**config.mk**
```make
export PLATFORM = sky130hd
export DESIGN_NAME = control_sequencer
export DESIGN_NICKNAME = d
export VERILOG_FILES = /design/src/rtl/control_sequencer.sv
export SDC_FILE = /design/constraint.sdc
export NUM_CORES = 1
export LEC_CHECK = 0
export CAP_MARGIN = 20
export CORE_MARGIN = 2
export CORE_UTILIZATION = 35
export CTS_BUF_LIST = sky130_fd_sc_hd__clkbuf_4 sky130_fd_sc_hd__clkbuf_8
export DETAILED_ROUTE_END_ITERATION = 7
export HOLD_SLACK_MARGIN = 0.06
export PLACE_DENSITY = 0.77
export SYNTH_ARGS = -nofsm -noshare
export SYNTH_HDL_FRONTEND = slang
export SYNTH_SLANG_ARGS = --single-unit
```
**constraint.sdc**
```tcl
create_clock -name clk -period 1.6 [get_ports clk]
set_input_delay 0.32 -clock clk [delete_from_list [all_inputs] [get_ports clk]]
set_output_delay 0.32 -clock clk [all_outputs]
set_load 0.01 [all_outputs]
```
**src/rtl/control_sequencer.sv**
```systemverilog
`default_nettype none
// ============================================================================
//  Module      : control_sequencer
//  Description : Microstep sequencer for an 8-bit accumulator CPU. It walks
//                T0..T4 per instruction, decodes the datapath control word
//                from state/opcode/flags, and supports free-run, single-step
//                and a reset-only HALT state.
//  Revision    : 1.0 - initial release
// ============================================================================
module control_sequencer (
    input  logic        clk,
    input  logic        reset,
    input  logic [7:0]  IRtoCU,
    input  logic        carry,
    input  logic        zero,
    input  logic        run_en,
    input  logic        step_req,
    output logic [15:0] ControlSignals,
    output logic        busy,
    output logic        instr_done,
    output logic        halted
);

    // Microstep states
    localparam logic [2:0] ST_T0   = 3'd0;
    localparam logic [2:0] ST_T1   = 3'd1;
    localparam logic [2:0] ST_T2   = 3'd2;
    localparam logic [2:0] ST_T3   = 3'd3;
    localparam logic [2:0] ST_T4   = 3'd4;
    localparam logic [2:0] ST_HALT = 3'd5;

    // Opcodes (IRtoCU[7:4])
    localparam logic [3:0] OP_NOP = 4'h0;
    localparam logic [3:0] OP_LDA = 4'h1;
    localparam logic [3:0] OP_ADD = 4'h2;
    localparam logic [3:0] OP_SUB = 4'h3;
    localparam logic [3:0] OP_STA = 4'h4;
    localparam logic [3:0] OP_LDI = 4'h5;
    localparam logic [3:0] OP_JMP = 4'h6;
    localparam logic [3:0] OP_JC  = 4'h7;
    localparam logic [3:0] OP_JZ  = 4'h8;
    localparam logic [3:0] OP_OUT = 4'hE;
    localparam logic [3:0] OP_HLT = 4'hF;

    // Control words
    localparam logic [15:0] CW_NONE    = 16'h0000;
    localparam logic [15:0] CW_FETCH_A = 16'h0006;   // EP|LM
    localparam logic [15:0] CW_FETCH_B = 16'h0409;   // ER|CIR|CP
    localparam logic [15:0] CW_OPADDR  = 16'h0024;   // EIR|LM
    localparam logic [15:0] CW_LDA_RD  = 16'h0048;   // ER|LA
    localparam logic [15:0] CW_LD_B    = 16'h0808;   // ER|LB
    localparam logic [15:0] CW_ADD     = 16'h8240;   // FL|EU|LA
    localparam logic [15:0] CW_SUB     = 16'h8340;   // FL|EU|SU|LA
    localparam logic [15:0] CW_STA_WR  = 16'h0090;   // EA|WR
    localparam logic [15:0] CW_LDI     = 16'h0060;   // EIR|LA
    localparam logic [15:0] CW_JUMP    = 16'h2020;   // JP|EIR
    localparam logic [15:0] CW_OUT     = 16'h1080;   // LO|EA
    localparam logic [15:0] CW_HLT     = 16'h4000;   // HLT

    logic [2:0]  state;
    logic [2:0]  next_state;
    logic [15:0] ctrl;
    logic        in_instr;
    logic        last_step;
    logic [3:0]  opcode;
    logic        unused_operand;

    assign opcode = IRtoCU[7:4];
    // Operand nibble is consumed by the datapath, not by the sequencer.
    assign unused_operand = ^IRtoCU[3:0];

    // State register; reset abandons any instruction and returns to fetch.
    always_ff @(posedge clk or negedge reset) begin
        if (!reset) begin
            state <= ST_T0;
        end else begin
            state <= next_state;
        end
    end

    // Next-state and control-word decode.
    always_comb begin
        next_state = state;
        ctrl       = CW_NONE;
        in_instr   = 1'b0;
        last_step  = 1'b0;
        case (state)
            ST_T0: begin
                // A step request while free-running is indistinguishable
                // from run_en alone, so it is naturally ignored.
                if (run_en || step_req) begin
                    ctrl       = CW_FETCH_A;
                    next_state = ST_T1;
                end
            end
            ST_T1: begin
                in_instr   = 1'b1;
                ctrl       = CW_FETCH_B;
                next_state = ST_T2;
            end
            ST_T2: begin
                in_instr   = 1'b1;
                last_step  = 1'b1;
                next_state = ST_T0;
                case (opcode)
                    OP_LDA, OP_ADD, OP_SUB, OP_STA: begin
                        ctrl       = CW_OPADDR;
                        last_step  = 1'b0;
                        next_state = ST_T3;
                    end
                    OP_LDI:  ctrl = CW_LDI;
                    OP_JMP:  ctrl = CW_JUMP;
                    OP_JC:   ctrl = carry ? CW_JUMP : CW_NONE;
                    OP_JZ:   ctrl = zero  ? CW_JUMP : CW_NONE;
                    OP_OUT:  ctrl = CW_OUT;
                    OP_HLT: begin
                        ctrl       = CW_HLT;
                        next_state = ST_HALT;
                    end
                    default: ctrl = CW_NONE;   // NOP and undefined opcodes
                endcase
            end
            ST_T3: begin
                in_instr   = 1'b1;
                last_step  = 1'b1;
                next_state = ST_T0;
                case (opcode)
                    OP_LDA:  ctrl = CW_LDA_RD;
                    OP_STA:  ctrl = CW_STA_WR;
                    OP_ADD, OP_SUB: begin
                        ctrl       = CW_LD_B;
                        last_step  = 1'b0;
                        next_state = ST_T4;
                    end
                    default: ctrl = CW_NONE;
                endcase
            end
            ST_T4: begin
                in_instr   = 1'b1;
                last_step  = 1'b1;
                next_state = ST_T0;
                ctrl       = (opcode == OP_SUB) ? CW_SUB : CW_ADD;
            end
            ST_HALT: begin
                ctrl       = CW_HLT;
                next_state = ST_HALT;
            end
            default: begin
                next_state = ST_T0;
            end
        endcase
    end

    // Outputs are forced quiet while reset is held, independent of the clock.
    assign ControlSignals = reset ? ctrl : CW_NONE;
    assign busy           = reset & in_instr;
    assign instr_done     = reset & last_step;
    assign halted         = reset & (state == ST_HALT);

endmodule
`default_nettype wire

```
==> qor.csv <==
metric,value,unit
stages on the worst setup path,5,
drt total wl,2420,um
min-delay worst type,primary input to asynchronous set/reset pin,
pwr dens,275,nW/um^2
layout cell share with drive strength beyond 1,66.2,%
critical path's slowest cell,dfrtp_1,
min setup slack post-route,-0.190,ns
Critical R2R Capture,state[0],
fraction of registers with async set/reset,100,%
Critical Path AT,1.47,ns
worst path cell trace,"buf_4, and4bb_2, nand3_1, a21oi_2, buf_2",
core area,1490,um^2
startpoint types,flip-flop,
final period utilization,112,%
DRT iter0 DRCs,17,
Syn-to-layout area delta,121,%
unrepaired setup endpoints after global routing,yes,
initial antenna violation count,0,
CTS tree,built,
most flop-heavy register,state,
residual DRC count,0,
hold slack,0.269,ns
Initial Utilization,37.0,%
status,"complete, but fails checks",
Post-synth EDFFs,0,
dpl hpwl,1510,um
reg-to-reg critical path startpoint,state[1],
Worst Max-Slew Pin Slew,0.438,ns
number of clock sinks,3,
Worst setup startpoint,state[0],
# port buffers,28,
Synth Warn #,0,
aggregate global-route resource usage,27.6,%
WP buf/inv,2,
post-layout min period,1.79,ns
R2R cell count,4,
vias in the first global route,880,
maximum clock insertion buffer count,2,
Setup crit end kind,primary output,
Wirelength per Cell,15.6,um
final clock skew,0.00121,ns
Num CTS Buffers,3,
Worst path top cell family by delay,simple AND/OR/NAND/NOR gates,
Antenna Cells,0,
largest net degree at the start of global routing,10,
Largest regs,state x3,
vias per cell,5.61,
Clock Latency Late Sink,0.23,ns
WP data required,1.28,ns
VDD IR max,0.000444,V
CTS root buffer,clkbuf_4,
CP endpoint,ControlSignals[7],
Max-cap violations,0,
post-synthesis average cell area,7.15,um^2
I/O Pins,33,
setup-violating endpoint count in the final report,16,
Antenna Nets Post-Route,0,
Pleak,0.000574,uW
post-synthesis sequential area ratio,13.6,%
Synth Net Count,91,
worst reg-to-reg setup slack,0.29,ns
via count,870,
DIE WIDTH,43.7,um
Fmax achieved,559,MHz
DIE AREA,1910,um^2
failing checks,setup timing,
ys flop type,dfrtp_1,
synthesized flop and latch total,3,
Routability Congestion,0.823,
row count,14,
First-pass DRT Iterations,4,
number of flip-flops under the largest register name,3,
"CTS clk-pin slew, worst paths",0.04,ns
Gate Count Post-Synth,77,
max incr delay on CP,0.40,ns
CP Max Fanout,3,
Synth Cell Area,551,um^2
Synth cell types,42,
Util after Layout,81.7,%
die span in y,43.7,um
number of hold buffers added after cts,0,
crit path kind,flip-flop to primary output,
first-pass GRT wire length,4020,um
GRT overflow,0,
final hold vios,0,
slew margin rel.,70.6,%
Final Max Tran Viols,0,
CTS H-Tree Depth,1,
Final nets,154,
## worst min-delay path by stage
stage	from	endpoint	slack, ns	cells past startpoint
6_report	reset	state[1]	0.27	3
5_1_grt	reset	state[1]	0.30	3
4_1_cts	reset	state[1]	0.26	3
3_5_place_dp	state[2]	state[1]	0.56	2
3_3_place_gp	state[2]	state[1]	0.54	2
2_1_floorplan	reset	state[0]	0.02	0
## power breakdown
group          switching [uW]  internal (uW)
Combinational            56.6           55.2
Clock                    36.3            110
Sequential                  0           76.3
Total                    92.9            242
## through the flow
step                      std cells  TNS [ns]  cell area, um^2  setup WS [ns]  power (uW)
after global routing            155     -2.75             1220         -0.248         355
after CTS                       154     -1.53             1170         -0.175         332
after floorplan                  77   -0.0636              566        -0.0527         115
after global placement          140    -13.84             1020         -0.903         176
after detailed placement        140    -14.47             1020         -0.926         178
final                           155     -1.72             1220         -0.190         335
## synth_stat cells (2+ instances only)
master | instances | share of area, %
nor4_1 | 2 | 2.3
o21ai_0 | 4 | 3.6
clkbuf_1 | 2 | 1.4
nand4b_1 | 2 | 3.2
nor2b_1 | 3 | 3.4
buf_2 | 2 | 1.8
nor2_1 | 9 | 6.1
inv_1 | 3 | 2.0
dfrtp_1 | 3 | 14
nand2_1 | 6 | 4.1
or3_1 | 2 | 2.3
nor3_1 | 3 | 2.7
buf_4 | 2 | 2.7
nand3_1 | 3 | 2.7
nand2b_1 | 4 | 4.5
## per-layer routing
layer | up-vias | share of wire, % | track usage [%]
met5 | - | 0 | 0
met4 | 0 | 0.33 | 10.3
met3 | 2 | 4.0 | 1.25
met2 | 30 | 52 | 48.8
met1 | 427 | 44 | 35.1
li1 | 411 | - | -
## final cells by class
| cell class | count | area [um^2] |
|---|---|---|
| sequential | 3 | 75.1 |
| tap | 16 | 20.0 |
| timing repair buffer | 66 | 526 |
| clock buffer | 4 | 30.0 |
| fill | 96 | 273 |
| inverter | 3 | 11.3 |
| multi-input combinational | 63 | 554 |
## what timing repair did
action / in CTS / in global routing
gates resized for setup: 133 / 11
pin swaps: 12 / 4
gates cloned: 1 / 0
setup buffers: 9 / 2
endpoints found under the setup margin: 21 / 19
## cells by family (layout without fill, tap and decap cells)
group                     Yosys count  count (layout)  share of synthesized area (%)
and+or+nand+nor                    45              45                           48.6
buffers and inverters              11              73                           10.7
DFF                                 3               3                           13.6
xor gates and xnor gates            1               1                           1.59
AOI/OAI and AO/OA                  17              17                           25.5
## layout by cell type, fill, tap and decap left out, drive strengths merged, types with 2 or more instances in the layout
cell	n
clkbuf	4
nor4	3
dfrtp	3
buf	61
nand2b	4
nand4b	2
nor2b	3
nor2	9
nand2	6
nand3	3
dlygate4sd2	2
or3	3
o21ai	4
clkdlybuf4s50	3
nor3	3
inv	3
## worst min-delay path: cells and delay by family
kind                   cells  cell delay, ns
buffers and inverters      3            0.51
Power figures use the tool's default switching activity.
